$ cat config.mk
export PLATFORM = sky130hd
export DESIGN_NAME = fp16_mul_arbiter
export DESIGN_NICKNAME = d
export VERILOG_FILES = /design/src/rtl/fp16_mul_arbiter.sv
export SDC_FILE = /design/constraint.sdc
export NUM_CORES = 1
export LEC_CHECK = 0
export CAP_MARGIN = 15
export CORE_AREA = 2 2 124 126
export CTS_BUF_LIST = sky130_fd_sc_hd__clkbuf_2 sky130_fd_sc_hd__clkbuf_4 sky130_fd_sc_hd__clkbuf_8
export DETAILED_ROUTE_END_ITERATION = 16
export DIE_AREA = 0 0 126 128
export PLACE_DENSITY = 0.72
export SYNTH_ARGS = -nofsm -noshare
export SYNTH_HDL_FRONTEND = slang
export SYNTH_SLANG_ARGS = --single-unit
$ cat constraint.sdc
create_clock -name CLK -period 8.1 [get_ports CLK]
set_clock_uncertainty 0.2 [all_clocks]
set_input_delay 1.62 -clock CLK [delete_from_list [all_inputs] [get_ports CLK]]
set_output_delay 1.62 -clock CLK [all_outputs]
set_load 0.01 [all_outputs]
$ cat src/rtl/fp16_mul_arbiter.sv
// Two-port round-robin front end sharing one MUL_LAT-cycle fp16 multiplier, with credit-managed
// per-port response FIFOs. Defining FP16_ARB_STATS_EN adds saturating per-port grant counters.
module fp16_mul_arbiter #(
    parameter int MUL_LAT   = 2,
    parameter int RSP_DEPTH = 4
) (
    input  logic        CLK,
    input  logic        RESETn,
    input  logic        req_valid_0,
    output logic        req_ready_0,
    input  logic [15:0] req_A_0,
    input  logic [15:0] req_B_0,
    input  logic        req_valid_1,
    output logic        req_ready_1,
    input  logic [15:0] req_A_1,
    input  logic [15:0] req_B_1,
    output logic        rsp_valid_0,
    input  logic        rsp_ready_0,
    output logic [15:0] rsp_data_0,
    output logic        rsp_valid_1,
    input  logic        rsp_ready_1,
    output logic [15:0] rsp_data_1,
    output logic [15:0] mul_A,
    output logic [15:0] mul_B,
    input  logic [15:0] mul_out
`ifdef FP16_ARB_STATS_EN
    ,
    output logic [15:0] grant_cnt_0,
    output logic [15:0] grant_cnt_1
`endif
);

    localparam int PW = $clog2(RSP_DEPTH);
    localparam int CW = PW + 1;

    logic [CW-1:0]      r_credit [2];
    logic [CW-1:0]      r_count  [2];
    logic [PW-1:0]      r_wrPtr  [2];
    logic [PW-1:0]      r_rdPtr  [2];
    logic [15:0]        r_fifo   [2][RSP_DEPTH];
    logic               r_lastGrant;
    logic [MUL_LAT-1:0] r_tagValid;
    logic [MUL_LAT-1:0] r_tagPort;

    logic [1:0] w_reqValid;
    logic [1:0] w_rspReady;
    logic [1:0] w_creditOk;
    logic [1:0] w_elig;
    logic [1:0] w_ready;
    logic [1:0] w_issue;
    logic [1:0] w_write;
    logic [1:0] w_rspValid;
    logic [1:0] w_pop;

    // Ready is offered from credit and the other port's eligibility only, never from our own valid.
    always_comb begin
        w_reqValid = {req_valid_1, req_valid_0};
        w_rspReady = {rsp_ready_1, rsp_ready_0};
        w_creditOk = '0;
        w_rspValid = '0;
        w_write    = '0;
        for (int p = 0; p < 2; p++) begin
            w_creditOk[p] = (r_credit[p] < CW'(RSP_DEPTH));
            w_rspValid[p] = (r_count[p] != '0);
            w_write[p]    = r_tagValid[MUL_LAT-1] && (r_tagPort[MUL_LAT-1] == p[0]);
        end
        w_elig     = w_reqValid & w_creditOk;
        w_ready[0] = RESETn & w_creditOk[0] & (~w_elig[1] | r_lastGrant);
        w_ready[1] = RESETn & w_creditOk[1] & (~w_elig[0] | ~r_lastGrant);
        w_issue    = w_ready & w_reqValid;
        w_pop      = w_rspValid & w_rspReady;
        mul_A      = '0;
        mul_B      = '0;
        if (w_issue[0]) begin
            mul_A = req_A_0;
            mul_B = req_B_0;
        end else if (w_issue[1]) begin
            mul_A = req_A_1;
            mul_B = req_B_1;
        end
    end

    assign req_ready_0 = w_ready[0];
    assign req_ready_1 = w_ready[1];
    assign rsp_valid_0 = w_rspValid[0];
    assign rsp_valid_1 = w_rspValid[1];
    assign rsp_data_0  = w_rspValid[0] ? r_fifo[0][r_rdPtr[0]] : '0;
    assign rsp_data_1  = w_rspValid[1] ? r_fifo[1][r_rdPtr[1]] : '0;

    always_ff @(posedge CLK or negedge RESETn) begin
        if (!RESETn) begin
            r_tagValid  <= '0;
            r_tagPort   <= '0;
            r_lastGrant <= 1'b1;
        end else begin
            r_tagValid[0] <= |w_issue;
            r_tagPort[0]  <= w_issue[1];
            for (int i = 1; i < MUL_LAT; i++) begin
                r_tagValid[i] <= r_tagValid[i-1];
                r_tagPort[i]  <= r_tagPort[i-1];
            end
            if (|w_issue) begin
                r_lastGrant <= ~r_lastGrant;
            end
        end
    end

    // Credit covers in-flight plus queued results, so a tagged write always finds space.
    always_ff @(posedge CLK or negedge RESETn) begin
        if (!RESETn) begin
            for (int p = 0; p < 2; p++) begin
                r_credit[p] <= '0;
                r_count[p]  <= '0;
                r_wrPtr[p]  <= '0;
                r_rdPtr[p]  <= '0;
            end
        end else begin
            for (int p = 0; p < 2; p++) begin
                r_credit[p] <= r_credit[p] + CW'(w_issue[p]) - CW'(w_pop[p]);
                r_count[p]  <= r_count[p] + CW'(w_write[p]) - CW'(w_pop[p]);
                if (w_write[p]) begin
                    r_wrPtr[p] <= r_wrPtr[p] + PW'(1);
                end
                if (w_pop[p]) begin
                    r_rdPtr[p] <= r_rdPtr[p] + PW'(1);
                end
            end
        end
    end

    always_ff @(posedge CLK) begin
        for (int p = 0; p < 2; p++) begin
            if (w_write[p]) begin
                r_fifo[p][r_wrPtr[p]] <= mul_out;
            end
        end
    end

`ifdef FP16_ARB_STATS_EN
    logic [15:0] r_grantCnt [2];

    always_ff @(posedge CLK or negedge RESETn) begin
        if (!RESETn) begin
            r_grantCnt[0] <= '0;
            r_grantCnt[1] <= '0;
        end else begin
            for (int p = 0; p < 2; p++) begin
                if (w_issue[p] && (r_grantCnt[p] != 16'hFFFF)) begin
                    r_grantCnt[p] <= r_grantCnt[p] + 16'd1;
                end
            end
        end
    end

    assign grant_cnt_0 = r_grantCnt[0];
    assign grant_cnt_1 = r_grantCnt[1];
`endif

endmodule

==> flow_summary.yaml, run 1 <==
outcome:
  status: "finished, final reports clean"
setup_path:
  max_stage_delay_ns: 0.96
  critPathLaunchType: "input port"
  crit_family: "buffers and inverters"
  path_cells: "clkdlybuf4s50_1, buf_4, and3_1, a22o_1, clkdlybuf4s50_1"
  cp_slowest_cell: "and3_1"
  crit_path_end_kind: "output port"
  path_max_fanout: 34
  crit_buf_inv: 3
  crit_top_cell: "clkdlybuf4s50_1"
  worstSetupPathType: "input port to output port"
  cp.required_ns: 6.28
  worstPathArrival_ns: 4.22
final_layout:
  final_util_pct: 57.8
  layout.nets: 605
  final_common_cell: "clkdlybuf4s50_1"
  layout-drive-gt1-share_pct: 10.3
  multiInputGateArea_mm2: 0.00185
  regArea_mm2: 0.00447
  post-route-cell-area_mm2: 0.00858
  antenna_cells_inserted: 0
  final_cell_mix: "153 x clkdlybuf4s50_1, 128 x edfxtp_1, 37 x and2_1"
  syn2layout_area_growth_pct: 31.6
  fillers: 1162
synthesis:
  ys_ff_latch: 153
  syn_area_per_cell_um2: 18.7
  ys.flop_type: "edfxtp_1"
  synth-edff-count: 128
  synth.net_count: 453
  netlist.area_leader.share_pct: 58.9
  synth_top_area_cell: "edfxtp_1"
  synth_async_sr_flop_share_pct: 16.3
  synth.distinct_cells: 28
  synthesis.area_mm2: 0.00652
  yosysWarnings: 0
  synth_cells: 349
  seq_area_frac_synth_pct: 68.6
  synth_area_leaders: "edfxtp_1 59%, dfrtp_1 9.2%, mux4_1 6.4%"
clock_network:
  numCtsBuffers: 17
  cts_setup_buffers: 0
  cts_tree: "done"
  cts_root_buffer: "clkbuf_8"
  holdBufCountCts: 0
  clkTransAtPathRegs_ns: 0.07
  cts_sinks: 153
  clk_path_buf_depth: 2
  htree_levels: 4
  clk_latency_ns: 0.42
  cts-resized-gates: 0
grt:
  grt_first_pass_wirelength_um: 20900
  grt_use_total_pct: 17.4
  gr-total-overflow: 0
  grt_pass1_vias: 3910
  grt_max_degree: 35
  antenna_found_initial: 0
die:
  die_y_um: 128
  placementRows: 45
  design.core.area_mm2: 0.0149
  die_area_mm2: 0.0161
  initial_core_util_pct: 43.9
  die_w_um: 126
  pin_count: 154
placed_design:
  dpl_cell_area_mm2: 0.00815
  dp_hpwl_um: 9530
  io_buffers: 153
  place.gp.congestion: 0.743
  dp_slack_ns: 2.00
sta:
  rsz0062_at_grt: "false"
  final.period_utilization_pct: 74.6
  setup_ws_ns: 2.06
  max_clock_freq_mhz: 166
  slew_violations: 0
  fin_setup_tns_ns: 0
  period_needed_ns: 6.04
  max_slew_margin_pct: 25.8
  worst_hold_slack_ns: 0.150
  hold_viol_final: 0
  worstMarginPinSlew_ns: 1.11
  finalSetupViolations: 0
detailed_routing:
  vias: 3675
  drc: 0
  wirelength_um: 13500
  drtIter0Drc: 236
  wl_per_cell_um: 19.2
  ant_nets: 0
  via_per_inst: 5.24
  firstDrtPassIters: 4
pwr:
  ir_drop_uv: 123
  powerDensity_mw_per_mm2: 307
  power_leakage_nw: 3.07
min_path:
  hold_path.class: "flop to flop"
flow_run:
  maxCapViolCount: 0
==> registers in the layout (all words and copies together), names as in the netlist <==
register     count
r_fifo         128
r_count          6
r_credit         6
r_rdPtr          4
r_wrPtr          4
r_tagPort        2
r_tagValid       2
r_lastGrant      1
==> report_power, final <==
group | leakage (nW) | switching, mW | total (mW) | internal, mW
clock network | 0.222 | 0.253 | 0.609 | 0.355
registers | 1.45 | 0.128 | 1.09 | 0.963
logic | 1.39 | 0.359 | 0.939 | 0.580
==> Yosys cell counts (2+ instances only) <==
library cell,n
nand3_1,2
buf_6,2
mux4_1,16
o311a_1,2
nor2b_1,3
xor2_1,3
edfxtp_1,128
buf_12,2
xnor2_1,14
ha_1,14
fa_1,4
dfrtp_1,24
inv_1,15
or3_1,2
nand2_1,3
or2_2,2
buf_2,12
and3_1,5
mux4_2,16
a22o_1,32
and2_1,37
clkbuf_1,5
==> cells by family after synthesis <==
logic type,share of synthesized area (%)
AOI/OAI and AO/OA,4.80
and+or+nand+nor,5.28
buffers and inverters,3.03
adders and majority gates,3.91
xor gates and xnor gates,2.28
muxes,12.1
DFF,68.6
==> worst register-to-register path: stages, from the launching register on <==
cell and delay, ns:
dfrtp_1 0.44, nor2b_1 0.18, and3_1 0.92, inv_1 0.11
ha_1 0.30, inv_1 0.06, ha_1 0.14, inv_1 0.05
fa_1 0.37, xnor2_1 0.14, xnor2_1 0.12
==> final timing paths <==
path                       cells after the start            to  slack [ns]    startpoint
setup / recovery                               5      mul_B[5]        2.06        RESETn
hold / removal                                 0  r_tagPort[1]        0.15  r_tagPort[0]
setup reg to reg                              10   r_credit[2]        4.95   r_credit[2]
hold reg to reg                                0  r_tagPort[1]        0.15  r_tagPort[0]
max in group asynchronous                      2   r_lastGrant        6.04        RESETn
min in group asynchronous                      2    r_count[2]        1.37        RESETn
==> through the flow <==
step                power (mW)  std cells
global placement          2.04        670
CTS                       2.68        702
detailed placement        2.07        670
global route              2.79        702
finish                    2.64        702
floorplan                 1.65        349
==> metal layers <==
metal | part of all wire (%) | track usage, %
met3 | 7.1 | 6.01
met2 | 55 | 32.4
met1 | 38 | 19.2
met4 | 0.55 | 4.07
met5 | 0 | 0
==> final cells by class <==
| type | instances | share of cell area (%) |
|---|---|---|
| sequential | 153 | 52.1 |
| inverter | 15 | 0.656 |
| clock inverter | 9 | 1.76 |
| multi-input combinational | 160 | 21.6 |
| clock buffer | 23 | 3.25 |
| timing repair buffer | 154 | 17.9 |
| tap | 188 | 2.74 |
(Power assumes the default switching activity.)
==> run 2: changes to the inputs <==
--- a/config.mk
+++ b/config.mk
@@ -10,7 +10,7 @@
 export CTS_BUF_LIST = sky130_fd_sc_hd__clkbuf_2 sky130_fd_sc_hd__clkbuf_4 sky130_fd_sc_hd__clkbuf_8
 export DETAILED_ROUTE_END_ITERATION = 16
 export DIE_AREA = 0 0 126 128
-export PLACE_DENSITY = 0.72
+export PLACE_DENSITY = 0.75
 export SYNTH_ARGS = -nofsm -noshare
 export SYNTH_HDL_FRONTEND = slang
 export SYNTH_SLANG_ARGS = --single-unit
==> constraint.sdc (replaced) <==
create_clock -name CLK -period 5.5 [get_ports CLK]
set_clock_uncertainty 0.2 [all_clocks]
set_input_delay 1.1 -clock CLK [delete_from_list [all_inputs] [get_ports CLK]]
set_output_delay 1.1 -clock CLK [all_outputs]
set_load 0.01 [all_outputs]
==> flow_summary.yaml, run 2 (synthesis gave the netlist of run 1 again) <==
die:
  design.core.area_mm2: 0.0149
  pin_count: 154
  placementRows: 45
  die_area_mm2: 0.0161
  die_y_um: 128
  die_w_um: 126
  initial_core_util_pct: 43.9
placed_design:
  io_buffers: 153
  dp_hpwl_um: 9290
  dp_cells: 672
  place.gp.congestion: 0.752
setup_path:
  critPathLaunchType: "input port"
  timing.rr.start: "r_count[2]"
  cp.required_ns: 4.20
  rr_worst_depth: 8
  crit_path_end_kind: "output port"
  worstSetupPathType: "input port to output port"
  r2r_end: "r_count[2]"
  endpoint: "mul_A[4]"
  worstSetupStartpoint: "req_valid_0"
  r2r_setup_slack_ns: 2.67
  worstPathArrival_ns: 3.00
  path_max_fanout: 34
clock_network:
  cts_sinks: 153
  cts_root_buffer: "clkbuf_8"
  cts_tree: "done"
  cts_setup_buffers: 0
  clk_latency_ns: 0.43
  htree_levels: 4
  clkTransAtPathRegs_ns: 0.08
  cts-resized-gates: 0
  holdBufCountCts: 0
  numCtsBuffers: 17
  clk_path_buf_depth: 2
flow_run:
  maxCapViolCount: 0
sta:
  period_needed_ns: 4.30
  rsz0062_at_grt: "false"
  slew_violations: 0
  max_slew_margin_pct: 31.2
  worstMarginPinSlew_ns: 1.03
  fin_setup_tns_ns: 0
  hold_viol_final: 0
  final.period_utilization_pct: 78.1
  max_clock_freq_mhz: 233
  finalSetupViolations: 0
pwr:
  powerDensity_mw_per_mm2: 452
  power_leakage_nw: 3.06
  ir_drop_uv: 169
detailed_routing:
  vias: 3673
  drtIter0Drc: 263
  ant_nets: 0
  wl_per_cell_um: 18.8
  firstDrtPassIters: 4
  via_per_inst: 5.22
  drc: 0
  wirelength_um: 13200
final_layout:
  final_cell_mix: "153 x clkdlybuf4s50_1, 128 x edfxtp_1, 37 x and2_1"
  syn2layout_area_growth_pct: 31.6
  largest_register_ffs: 128
  layout-drive-gt1-share_pct: 9.88
  antenna_cells_inserted: 0
  layout.cells.non_filler: 704
  layout.nets: 607
  final_common_cell: "clkdlybuf4s50_1"
grt:
  gr-total-overflow: 0
  grt_max_degree: 35
  grt_use_total_pct: 17.0
  grt_first_pass_wirelength_um: 20500
  antenna_found_initial: 0
  grt_pass1_vias: 3943
min_path:
  hold_depth: 0
  hold_path.class: "flop to flop"
outcome:
  status: "finished, final reports clean"
==> run 2: changes by cell type in the layout (fill, tap and decap cells not counted), sizes merged <==
cell / change
clkinv: +3
clkbuf: -6
buf: +2
inv: +1
clkinvlp: +2
==> run 2: layout make-up <==
cell class                 instances  area [um2]
fill                            1128        6280
timing repair buffer             156        1550
clock inverter                    15         181
clock buffer                      17         234
sequential                       153        4470
inverter                          15        56.3
tap                              188         235
multi-input combinational        160        1850
==> run 2: stage by stage <==
| step | util, % | power, mW | hold slack (ns) | cell area, um2 | setup slack [ns] |
|---|---|---|---|---|---|
| floorplan | - | 2.43 | 0.131 | 6520 | 2.25 |
| global placement | 55.0 | 3.00 | 0.134 | 8170 | 1.22 |
| detailed placement | 55.0 | 3.05 | 0.142 | 8170 | 1.19 |
| CTS | 57.8 | 3.93 | 0.162 | 8580 | 1.19 |
| global route | 57.8 | 4.10 | 0.166 | 8580 | 1.08 |
| finish | 57.8 | 3.88 | 0.156 | 8580 | 1.20 |
==> run 2: routing by layer <==
layer / GRT usage (%) / share of wire, % / routed length (um)
met3: 6.05 / 7.0 / 925
met1: 19.3 / 39 / 5110
met4: 4.85 / 0.99 / 131
met2: 30.6 / 53 / 7080
met5: 0 / 0 / 0
==> run 2: worst min-delay path by stage <==
stage | end | from
3_3_place_gp | r_tagValid[1] | r_tagValid[0]
5_1_grt | r_tagValid[1] | r_tagValid[0]
2_1_floorplan | r_tagPort[1] | r_tagPort[0]
4_1_cts | r_tagValid[1] | r_tagValid[0]
6_report | r_tagValid[1] | r_tagValid[0]
3_5_place_dp | r_tagValid[1] | r_tagValid[0]
==> run 2: worst max-delay path: stages <==
cell             delay (ns)
clkdlybuf4s50_1        0.47
nor2b_1                0.18
o311a_1                0.19
buf_4                  0.31
a22o_1                 0.19
clkdlybuf4s50_1        0.54
==> run 2: report_power, final <==
part           switching (mW)  total, mW  internal, mW
clock                   0.395      0.881         0.486
combinational           0.532       1.39         0.859
sequential              0.189       1.61          1.42
total                    1.12       3.88          2.76
==> run 3: changes to the inputs <==
==> constraint.sdc (replaced) <==
create_clock -name CLK -period 3.4 [get_ports CLK]
set_clock_uncertainty 0.2 [all_clocks]
set_input_delay 0.68 -clock CLK [delete_from_list [all_inputs] [get_ports CLK]]
set_output_delay 0.68 -clock CLK [all_outputs]
set_load 0.01 [all_outputs]
==> flow_summary.yaml, run 3 (synthesis gave the netlist of run 1 again) <==
final_layout:
  fillers: 1127
  layout-drive-gt1-share_pct: 12.6
  final_common_cell: "clkdlybuf4s50_1"
  layout.nets: 616
  post-route-cell-area_mm2: 0.00865
  final_cell_mix: "150 x clkdlybuf4s50_1, 128 x edfxtp_1, 37 x and2_1"
  syn2layout_area_growth_pct: 32.7
  antenna_cells_inserted: 0
  largest_register_ffs: 128
  layout.cells.non_filler: 712
detailed_routing:
  drc: 0
  via_per_inst: 5.19
  vias: 3696
  drtIter0Drc: 330
  wl_per_cell_um: 19.2
  firstDrtPassIters: 4
  wirelength_um: 13700
  ant_nets: 0
grt:
  grt_use_total_pct: 17.3
  grt_first_pass_wirelength_um: 20700
  grt_pass1_vias: 3920
  grt_max_degree: 35
  gr-total-overflow: 0
  antenna_found_initial: 0
clock_network:
  cts_root_buffer: "clkbuf_8"
  clk_path_buf_depth: 2
  cts_tree: "done"
  clkTransAtPathRegs_ns: 0.07
  cts_setup_buffers: 0
  holdBufCountCts: 0
  clk_latency_ns: 0.44
  htree_levels: 4
  numCtsBuffers: 17
  cts_sinks: 153
placed_design:
  io_buffers: 153
  dpl_cell_area_mm2: 0.00825
  dp_cells: 680
  place.gp.congestion: 0.734
  dp_hpwl_um: 9550
setup_path:
  cp.required_ns: 2.52
  crit_path_end_kind: "output port"
  worstPathArrival_ns: 2.47
  path_cells: "clkdlybuf4s50_1, inv_1, o311a_4, clkbuf_16, a22o_1, clkdlybuf4s50_1"
  cp_slowest_cell: "clkdlybuf4s50_1"
  max_stage_delay_ns: 0.48
  crit_top_cell: "clkdlybuf4s50_1"
  worstSetupPathType: "input port to output port"
  path_max_fanout: 17
  critPathLaunchType: "input port"
die:
  die_w_um: 126
  design.core.area_mm2: 0.0149
  initial_core_util_pct: 43.9
  pin_count: 154
  die_y_um: 128
  placementRows: 45
  die_area_mm2: 0.0161
sta:
  finalSetupViolations: 0
  fin_setup_tns_ns: 0
  final.period_utilization_pct: 98.5
  worstMarginPinSlew_ns: 0.906
  slew_violations: 0
  worst_hold_slack_ns: 0.154
  max_slew_margin_pct: 39.6
  rsz0062_at_grt: "false"
  max_clock_freq_mhz: 299
  period_needed_ns: 3.35
  hold_viol_final: 0
pwr:
  powerDensity_mw_per_mm2: 712
  ir_drop_uv: 298
  power_leakage_nw: 3.13
outcome:
  status: "finished, final reports clean"
flow_run:
  maxCapViolCount: 0
min_path:
  hold_path.class: "flop to flop"
[run 3: final timing paths]
kind,startpoint,endpoint,slack (ns),depth (start not counted)
worst max-delay path,req_valid_1,mul_B[9],0.05,6
worst min-delay path,r_tagPort[0],r_tagPort[1],0.15,0
worst max register to register,r_count[3],r_credit[5],0.67,7
worst min register to register,r_tagPort[0],r_tagPort[1],0.15,0
max in group asynchronous,RESETn,r_lastGrant,2.19,2
min in group asynchronous,RESETn,r_credit[3],0.53,2
[run 3: metrics by stage]
stage / worst slack [ns] / power (mW) / utilization (%)
2_1_floorplan: 0.658 / 3.92 / -
4_1_cts: 0.0487 / 6.23 / 57.9
3_3_place_gp: -0.0110 / 4.93 / 55.5
5_1_grt: 0.00695 / 6.52 / 58.2
3_5_place_dp: -0.0232 / 5.01 / 55.5
6_report: 0.0512 / 6.16 / 58.2
[run 3: area by class of cell]
cell class | count | area (um2) | share of cell area, %
clock buffers | 18 | 241 | 2.79
repair buffers | 165 | 1670 | 19.3
clock inverters | 13 | 108 | 1.24
multi-input cells | 160 | 1870 | 21.6
well taps | 188 | 235 | 2.72
inverters | 15 | 56.3 | 0.651
flip-flops and latches | 153 | 4470 | 51.7
[run 3: worst max-delay path, delay by kind of cell]
kind	cells	cell delay, ns
AOI/OAI and AO/OA	2	0.57
buffers and inverters	4	1.21
[run 3: routing by layer]
layer	wire, um	GRT usage (%)	vias to the layer above
met5	0	0	-
met4	108	3.88	0
met3	932	6.09	9
met2	7370	31.9	160
met1	5280	19.3	1842
li1	-	-	1685
[run 3: power by group]
part           switching [mW]  leakage (nW)  total (mW)  internal, mW
Clock                   0.644         0.173        1.22         0.574
Sequential              0.156          1.45        2.45          2.30
Combinational            1.03          1.50        2.49          1.46
Total                    1.83          3.13        6.16          4.33
[run 3: what timing repair did]
action | 4_1_cts | 5_1_grt
setup endpoints to repair | 1 | 30
cloned | 0 | 1
resized for setup | 1 | 6
